**src/rtl/pci_parity_gen_check_if.sv**
```systemverilog
// pci_parity_gen_check_if: pad-side AD/CBE/PAR/PERR#/SERR# signals around the parity block.
interface pci_parity_gen_check_if;
    logic [31:0] pci_ad_out_next;
    logic [3:0]  pci_cbe_l_out_next;
    logic        pci_ad_out_en_next;
    logic        pci_ad_out_oe_comb;
    logic        pci_par_out_next;
    logic        pci_par_out_en_next;
    logic        pci_par_out_oe_comb;
    logic [31:0] pci_ad_in_prev;
    logic [3:0]  pci_cbe_l_in_prev;
    logic        pci_par_in_prev;
    logic        pci_perr_out_next;
    logic        pci_perr_out_en_next;
    logic        pci_perr_out_oe_comb;
    logic        pci_serr_out_next;
    logic        pci_serr_out_oe_comb;

    modport master (
        input  pci_ad_out_next, pci_cbe_l_out_next, pci_ad_out_en_next, pci_ad_out_oe_comb,
        input  pci_ad_in_prev, pci_cbe_l_in_prev, pci_par_in_prev,
        output pci_par_out_next, pci_par_out_en_next, pci_par_out_oe_comb,
        output pci_perr_out_next, pci_perr_out_en_next, pci_perr_out_oe_comb,
        output pci_serr_out_next, pci_serr_out_oe_comb
    );

    modport slave (
        output pci_ad_out_next, pci_cbe_l_out_next, pci_ad_out_en_next, pci_ad_out_oe_comb,
        output pci_ad_in_prev, pci_cbe_l_in_prev, pci_par_in_prev,
        input  pci_par_out_next, pci_par_out_en_next, pci_par_out_oe_comb,
        input  pci_perr_out_next, pci_perr_out_en_next, pci_perr_out_oe_comb,
        input  pci_serr_out_next, pci_serr_out_oe_comb
    );
endinterface

```
**src/rtl/pci_parity_gen_check.sv**
```systemverilog
// pci_parity_gen_check: PAR generation one clock behind AD, PAR checking with PERR#/SERR# drive and sticky status.
module pci_parity_gen_check #(
    parameter int ERR_CNT_WIDTH = 8
) (
    input  logic                     pci_clk,
    input  logic                     pci_reset_comb,
    pci_parity_gen_check_if.master   pad,
    input  logic                     check_data_phase,
    input  logic                     check_addr_phase,
    input  logic                     parity_err_response,
    input  logic                     serr_enable,
    input  logic                     status_clear,
    output logic                     detected_parity_error,
    output logic                     signaled_serr,
    output logic [ERR_CNT_WIDTH-1:0] parity_err_count
);
    typedef enum logic [1:0] {PERR_IDLE, PERR_ASSERT, PERR_RELEASE} perr_state_t;

    perr_state_t state, state_next;
    logic par_reg, par_oe, calc_reg, dq_reg, aq_reg, perr_oe, serr_oe;
    logic data_err, addr_err, any_err, serr_fire;

    always_ff @(posedge pci_clk) begin
        if (pci_reset_comb) begin
            par_reg <= 1'b0;
            par_oe  <= 1'b0;
        end else begin
            if (pad.pci_ad_out_en_next) par_reg <= ^{pad.pci_ad_out_next, pad.pci_cbe_l_out_next};
            par_oe <= pad.pci_ad_out_oe_comb;
        end
    end

    // PAR for a phase arrives one edge after its AD/CBE#, so the computed parity waits here
    always_ff @(posedge pci_clk) begin
        if (pci_reset_comb) begin
            calc_reg <= 1'b0;
            dq_reg   <= 1'b0;
            aq_reg   <= 1'b0;
        end else begin
            calc_reg <= ^{pad.pci_ad_in_prev, pad.pci_cbe_l_in_prev};
            dq_reg   <= check_data_phase;
            aq_reg   <= check_addr_phase;
        end
    end

    always_comb begin
        data_err   = dq_reg & (calc_reg ^ pad.pci_par_in_prev);
        addr_err   = aq_reg & (calc_reg ^ pad.pci_par_in_prev);
        any_err    = data_err | addr_err;
        serr_fire  = addr_err & parity_err_response & serr_enable;
        state_next = (data_err & parity_err_response) ? PERR_ASSERT :
                     (state == PERR_ASSERT)           ? PERR_RELEASE : PERR_IDLE;
    end

    always_ff @(posedge pci_clk) begin
        if (pci_reset_comb) begin
            state   <= PERR_IDLE;
            perr_oe <= 1'b0;
            serr_oe <= 1'b0;
        end else begin
            state   <= state_next;
            perr_oe <= state_next != PERR_IDLE;
            serr_oe <= serr_fire;
        end
    end

    // a new error on the same edge as status_clear wins over the clear
    always_ff @(posedge pci_clk) begin
        if (pci_reset_comb) begin
            detected_parity_error <= 1'b0;
            signaled_serr         <= 1'b0;
            parity_err_count      <= '0;
        end else begin
            if (any_err) detected_parity_error <= 1'b1;
            else if (status_clear) detected_parity_error <= 1'b0;
            if (serr_fire) signaled_serr <= 1'b1;
            else if (status_clear) signaled_serr <= 1'b0;
            if (any_err)
                parity_err_count <= status_clear     ? ERR_CNT_WIDTH'(1) :
                                    &parity_err_count ? parity_err_count :
                                    parity_err_count + ERR_CNT_WIDTH'(1);
            else if (status_clear) parity_err_count <= '0;
        end
    end

    assign pad.pci_par_out_next     = par_reg;
    assign pad.pci_par_out_en_next  = 1'b1;
    assign pad.pci_par_out_oe_comb  = par_oe;
    assign pad.pci_perr_out_next    = state_next != PERR_ASSERT;
    assign pad.pci_perr_out_en_next = 1'b1;
    assign pad.pci_perr_out_oe_comb = perr_oe;
    assign pad.pci_serr_out_next    = 1'b0;
    assign pad.pci_serr_out_oe_comb = serr_oe;
endmodule
```
**src/flat_wrapper.sv**
```systemverilog
// flat-port wrapper written by rule: the top's interface ports become plain ports
module pci_parity_gen_check_flat 
#(
    parameter int ERR_CNT_WIDTH = 8
)
  (pci_clk, pci_reset_comb, check_data_phase, check_addr_phase, parity_err_response, serr_enable, status_clear, detected_parity_error, signaled_serr, parity_err_count, pad_pci_ad_out_next, pad_pci_cbe_l_out_next, pad_pci_ad_out_en_next, pad_pci_ad_out_oe_comb, pad_pci_ad_in_prev, pad_pci_cbe_l_in_prev, pad_pci_par_in_prev, pad_pci_par_out_next, pad_pci_par_out_en_next, pad_pci_par_out_oe_comb, pad_pci_perr_out_next, pad_pci_perr_out_en_next, pad_pci_perr_out_oe_comb, pad_pci_serr_out_next, pad_pci_serr_out_oe_comb);
  pci_parity_gen_check_if pad_i ();
  input  logic pci_clk;
  input  logic pci_reset_comb;
  input  logic check_data_phase;
  input  logic check_addr_phase;
  input  logic parity_err_response;
  input  logic serr_enable;
  input  logic status_clear;
  output logic detected_parity_error;
  output logic signaled_serr;
  output logic [ERR_CNT_WIDTH-1:0] parity_err_count;
  input wire logic [$bits(pad_i.pci_ad_out_next)-1:0] pad_pci_ad_out_next;
  input wire logic [$bits(pad_i.pci_cbe_l_out_next)-1:0] pad_pci_cbe_l_out_next;
  input wire logic [$bits(pad_i.pci_ad_out_en_next)-1:0] pad_pci_ad_out_en_next;
  input wire logic [$bits(pad_i.pci_ad_out_oe_comb)-1:0] pad_pci_ad_out_oe_comb;
  input wire logic [$bits(pad_i.pci_ad_in_prev)-1:0] pad_pci_ad_in_prev;
  input wire logic [$bits(pad_i.pci_cbe_l_in_prev)-1:0] pad_pci_cbe_l_in_prev;
  input wire logic [$bits(pad_i.pci_par_in_prev)-1:0] pad_pci_par_in_prev;
  output wire logic [$bits(pad_i.pci_par_out_next)-1:0] pad_pci_par_out_next;
  output wire logic [$bits(pad_i.pci_par_out_en_next)-1:0] pad_pci_par_out_en_next;
  output wire logic [$bits(pad_i.pci_par_out_oe_comb)-1:0] pad_pci_par_out_oe_comb;
  output wire logic [$bits(pad_i.pci_perr_out_next)-1:0] pad_pci_perr_out_next;
  output wire logic [$bits(pad_i.pci_perr_out_en_next)-1:0] pad_pci_perr_out_en_next;
  output wire logic [$bits(pad_i.pci_perr_out_oe_comb)-1:0] pad_pci_perr_out_oe_comb;
  output wire logic [$bits(pad_i.pci_serr_out_next)-1:0] pad_pci_serr_out_next;
  output wire logic [$bits(pad_i.pci_serr_out_oe_comb)-1:0] pad_pci_serr_out_oe_comb;
  assign pad_i.pci_ad_out_next = pad_pci_ad_out_next;
  assign pad_i.pci_cbe_l_out_next = pad_pci_cbe_l_out_next;
  assign pad_i.pci_ad_out_en_next = pad_pci_ad_out_en_next;
  assign pad_i.pci_ad_out_oe_comb = pad_pci_ad_out_oe_comb;
  assign pad_i.pci_ad_in_prev = pad_pci_ad_in_prev;
  assign pad_i.pci_cbe_l_in_prev = pad_pci_cbe_l_in_prev;
  assign pad_i.pci_par_in_prev = pad_pci_par_in_prev;
  assign pad_pci_par_out_next = pad_i.pci_par_out_next;
  assign pad_pci_par_out_en_next = pad_i.pci_par_out_en_next;
  assign pad_pci_par_out_oe_comb = pad_i.pci_par_out_oe_comb;
  assign pad_pci_perr_out_next = pad_i.pci_perr_out_next;
  assign pad_pci_perr_out_en_next = pad_i.pci_perr_out_en_next;
  assign pad_pci_perr_out_oe_comb = pad_i.pci_perr_out_oe_comb;
  assign pad_pci_serr_out_next = pad_i.pci_serr_out_next;
  assign pad_pci_serr_out_oe_comb = pad_i.pci_serr_out_oe_comb;
  pci_parity_gen_check #(.ERR_CNT_WIDTH(ERR_CNT_WIDTH)) u_core (.pci_clk(pci_clk), .pci_reset_comb(pci_reset_comb), .pad(pad_i), .check_data_phase(check_data_phase), .check_addr_phase(check_addr_phase), .parity_err_response(parity_err_response), .serr_enable(serr_enable), .status_clear(status_clear), .detected_parity_error(detected_parity_error), .signaled_serr(signaled_serr), .parity_err_count(parity_err_count));
endmodule
```
**config.mk**
```make
export PLATFORM = sky130hd
export DESIGN_NAME = pci_parity_gen_check_flat
export DESIGN_NICKNAME = d
export VERILOG_FILES = /design/src/rtl/pci_parity_gen_check_if.sv /design/src/rtl/pci_parity_gen_check.sv /design/src/flat_wrapper.sv
export SDC_FILE = /design/constraint.sdc
export NUM_CORES = 1
export LEC_CHECK = 0
export ABC_AREA = 0
export ABC_CLOCK_PERIOD_IN_PS = 2150
export CORE_MARGIN = 2
export CORE_UTILIZATION = 35
export CTS_CLUSTER_SIZE = 10
export DETAILED_ROUTE_END_ITERATION = 12
export PLACE_DENSITY_LB_ADDON = 0.3
export REMOVE_ABC_BUFFERS = 1
export SLEW_MARGIN = 25
export SYNTH_ARGS = -nofsm -noshare
export SYNTH_HDL_FRONTEND = slang
export SYNTH_SLANG_ARGS = --single-unit
export TNS_END_PERCENT = 50
```
**constraint.sdc**
```tcl
create_clock -name pci_clk -period 2.15 [get_ports pci_clk]
set_input_delay 0.43 -clock pci_clk [delete_from_list [all_inputs] [get_ports pci_clk]]
set_output_delay 0.43 -clock pci_clk [all_outputs]
set_load 0.05 [all_outputs]
```
Word level (Yosys, flattened, before mapping)
Index checks and enable logic that the tools add are counted.

Register bits after elaboration: 19. Input bits: 82.

Add/sub/neg operators: 1. Equality and inequality tests: 3. Muxes and demuxes: 9. Bitwise operators: 7. Reductions and logical operators: 7.

Operator list (number): $reduce_xor A36 Y1 (2); $mux W8 (4); $add A8 B1 Y8 const B (1); $reduce_and A8 Y1 (1); $reduce_bool A2 Y1 (3); $and A1 B1 Y1 (5); $mux W2 (2); $mux W1 (3); $eq A2 B1 Y1 const B (1); $ne A2 B1 Y1 const B (1); $ne A2 B2 Y1 const B (1); $reduce_and A2 Y1 (1); $or A1 B1 Y1 (1); $xor A1 B1 Y1 (1).

Longest topological paths before layout
Depth after elaboration: 5. Depth in mapped cells: 6. Gate-level depth less buffers: 6.

Worst setup path after synthesis
Ideal clock, no wire load.

Path type: register to register. Start point: register u_core.parity_err_count[2]. End point: register u_core.parity_err_count[3]. Arrival time: 1.607 ns. Data required time: 2.027 ns. Setup slack: 0.420 ns. Stages on the path, launching flop included: 6. Period minus slack after synthesis: 1.730 ns. Cells stage by stage: dfxtp_1 and4_1 a41oi_2 nand4_1 xor2_1 nor2_1.

Word-level cells in the longest chain between the ends: 4. Elaborated cells between the ends (all ways): 7. Classes of those cells: add/sub (1); eq/ne (1); mux (3); reduce/logical (2).

Ends and longest elaborated chain: start: declaration (line pci_parity_gen_check.sv:15) `output logic [ERR_CNT_WIDTH-1:0] parity_err_count`; start signal: assignment (line pci_parity_gen_check.sv:79) `parity_err_count <= status_clear ? ERR_CNT_WIDTH'(1) :`; $add A8 B1 Y8 (line pci_parity_gen_check.sv:81) `parity_err_count + ERR_CNT_WIDTH'(1);`; $mux W8 (line pci_parity_gen_check.sv:80) `&parity_err_count ? parity_err_count :`; $mux W8 (line pci_parity_gen_check.sv:79); $mux W8 (line pci_parity_gen_check.sv:78) `if (any_err)`.

Several ways; a longest one is shown, not always the timed one. The select of a mux whose other input is x is not followed. A chain may end at the register's enable or synchronous reset.

Worst setup path after layout
Start point: register u_core.parity_err_count[7]. End point: output port parity_err_count[7].

RTL lines: end: declaration (line flat_wrapper.sv:17) `output logic [ERR_CNT_WIDTH-1:0] parity_err_count;`.

No word-level cell between the ends.

==> out/qor.yml <==
setup_path:
  crit_chain: "clkdlybuf4s50_1"
  crit_fanout: 7
  worst_r2r_path_depth: 5
  critPathLaunch: "u_core.parity_err_count[7]"
  cpMaxStageDelayCell: "clkdlybuf4s50_1"
  end_kind: "primary output"
  critical_path_class: "flop to primary output"
  worstReg2RegEnd: "u_core.parity_err_count[3]"
  cp_num_cells: 1
  rr_startpoint: "u_core.parity_err_count[0]"
  cp_top_family: "buffers and inverters"
  arrival_ps: 1570
  worst-path-buf-inv: 1
  r2r_setup_slack_ps: 680
  cp-start-kind: "flop"
  max_stage_delay_ps: 860
  critPathRequiredTime_ps: 1720
  cp-endpoint: "parity_err_count[7]"
synthesis:
  netlist.area_leader.share: 0.369
  synth_xor_area_frac: 0.469
  yosysTopAreaCell: "xnor2_1"
  synth.distinct_cells: 30
  avgSynthCellArea_sq_um: 9.34
  yosysSeqAreaShare: 0.271
  synth_simple_gate_area_frac: 0.130
  synth.area.top_cells: "xnor2_1, dfxtp_1, xor2_1"
  synthesis.area_sq_um: 1400
  yosys.area_share.adder: 0.00893
  synth_compound_area_frac: 0.0723
  synth_top_family_by_area: "XOR/XNOR gates"
  synthMuxAreaShare: 0.0214
  syn_inst: 150
  synth_seq_cells: 19
  yosysWarnings: 0
route:
  wl_per_cell_um: 10.6
  routed_wl_um: 3180
  drt_iter0_markers: 20
  dr.pass1.iters: 4
  ant_nets: 0
  vias: 1343
  via_per_inst: 4.48
  drc: 0
global_routing:
  grt_pass1_vias: 1315
  grt_overflow: 0
  grt_usage: 0.152
  grt_first_pass_wirelength_um: 5290
  grt_start_max_net_pins: 11
  antenna_found_initial: 0
clock_tree:
  cts_resized: 0
  cts_buffers: 3
  holdBufCountCts: 0
  cts_sinks: 19
  post_cts_buffers: 0
  clk_path_buf_depth: 2
  cts_htree_levels: 1
  path_clk_slew_ps: 60
  worst_skew_pair.late_latency_ps: 250
  cts-root-buf: "clkbuf_8"
  cts_tree: "built"
timing:
  worst_pin_slew_ps: 519
  finalSetupViolations: 0
  hold_violations: 0
  rsz0062_at_grt: "false"
  fin_hold_ws_ps: 471
  skew_ps: 0.650
  slew-limit-headroom: 0.653
  min_period_over_period: 0.929
  fmax_mhz: 501
  period_minus_slack_ps: 2000
  drv_slew: 0
finish:
  largest_reg_flops: 8
  syn_to_final_growth_pct: 77.2
  layout.nets: 336
  largest-register: "u_core.parity_err_count"
  top_regs: "u_core.parity_err_count: 8 flops, u_core.state: 2 flops"
  n_antenna_cell: 0
  drive_above_1_share: 0.0556
flow_run:
  drv_cap: 0
placed_design:
  port_buffers: 96
  hpwl_um: 2860
  place.gp.congestion: 0.713
floorplan:
  initial_utilization: 0.374
  die_area_sq_um: 4530
  rows: 22
  ios: 100
  fp.coreArea_sq_um: 3740
  die_w_um: 67.3
  die_height_um: 67.3
outcome:
  status: "finished clean"
power_and_ir_drop:
  fin_total_pwr_mw: 1.41
  ir_worst_vdd_uv: 347
  p_leak_nw: 0.888
  power.density_nw_per_um2: 568
worst_hold_path:
  hold_path.class: "flop to flop"
==> stage by stage <==
| step | setup WS, ps | cell area [sq um] | utilization | cells | setup TNS, ps |
|---|---|---|---|---|---|
| after global placement | -24.7 | 2440 | 0.651 | 296 | -24.7 |
| after CTS | 145 | 2480 | 0.663 | 300 | 0 |
| after global routing | 119 | 2480 | 0.663 | 300 | 0 |
| after floorplan | 427 | 1380 | - | 146 | 0 |
| final | 153 | 2480 | 0.663 | 300 | 0 |
| after detailed placement | -49.6 | 2440 | 0.651 | 296 | -49.6 |
==> worst min path at each step <==
stage / startpoint / endpoint / slack, ps / cells after the start
2_1_floorplan: u_core.state[0] / u_core.state[1] / 440 / 2
3_3_place_gp: u_core.signaled_serr / u_core.signaled_serr / 440 / 1
3_5_place_dp: u_core.state[0] / u_core.state[1] / 460 / 2
4_1_cts: u_core.state[0] / u_core.state[1] / 470 / 2
5_1_grt: u_core.detected_parity_error / u_core.detected_parity_error / 500 / 2
6_report: u_core.signaled_serr / u_core.signaled_serr / 470 / 1
==> where the power goes <==
| part | switching, mW | leakage, nW | internal [mW] |
|---|---|---|---|
| combinational | 0.308 | 0.710 | 0.467 |
| sequential | 0.0170 | 0.155 | 0.383 |
| clock | 0.105 | 0.0228 | 0.131 |
==> layer usage <==
metal | wire, um | vias to the layer above | GRT usage
met3 | 385 | 2 | 0.0567
li1 | - | 689 | -
met1 | 1150 | 590 | 0.159
met4 | 33 | 0 | 0.0383
met5 | 0 | - | 0
met2 | 1610 | 62 | 0.283
==> cell usage in the layout (no fill, tap or decap), drive strengths merged <==
master,n
xnor2,60
a41oi,1
clkdlybuf4s50,95
dfxtp,19
and3,1
buf,7
xor2,9
nor2b,3
nand4,3
nand2b,2
nand3,4
and2,1
nor3b,2
a211oi,3
nand2,5
nor3,1
and4,2
o21ai,1
clkbuf,4
xnor3,2
a21o,1
nor2,10
or2,1
a31oi,2
o21a,1
ha,1
conb,3
a21oi,5
mux2i,3
==> synthesized netlist by cell type, drive strengths merged <==
cell type  number
a211oi          3
a21o            1
a21oi           5
a31oi           2
a41oi           1
and2            1
and3            1
and4            2
buf             3
clkbuf          2
conb            2
dfxtp          19
ha              1
mux2i           3
nand2           5
nand2b          2
nand3           4
nand4           3
nor2           10
nor2b           3
nor3            1
nor3b           2
o21a            1
o21ai           1
or2             1
xnor2          60
xnor3           2
xor2            9
==> kinds of logic (layout without fill, tap and decap cells) <==
group,after synthesis,count (layout)
xor+xnor,71,71
simple gates,35,35
flops,19,19
compound gates,14,14
buf+inv,5,106
mux,3,3
other cells,2,3
fa+ha+maj,1,1
==> layout make-up <==
class	count	area, sq um
Fill cell	342	1260
Timing Repair Buffer	102	1000
Multi-Input combinational cell	127	995
Sequential cell	19	380
Tap cell	48	60.1
Clock buffer	4	45.0
(Power assumes the default switching activity.)
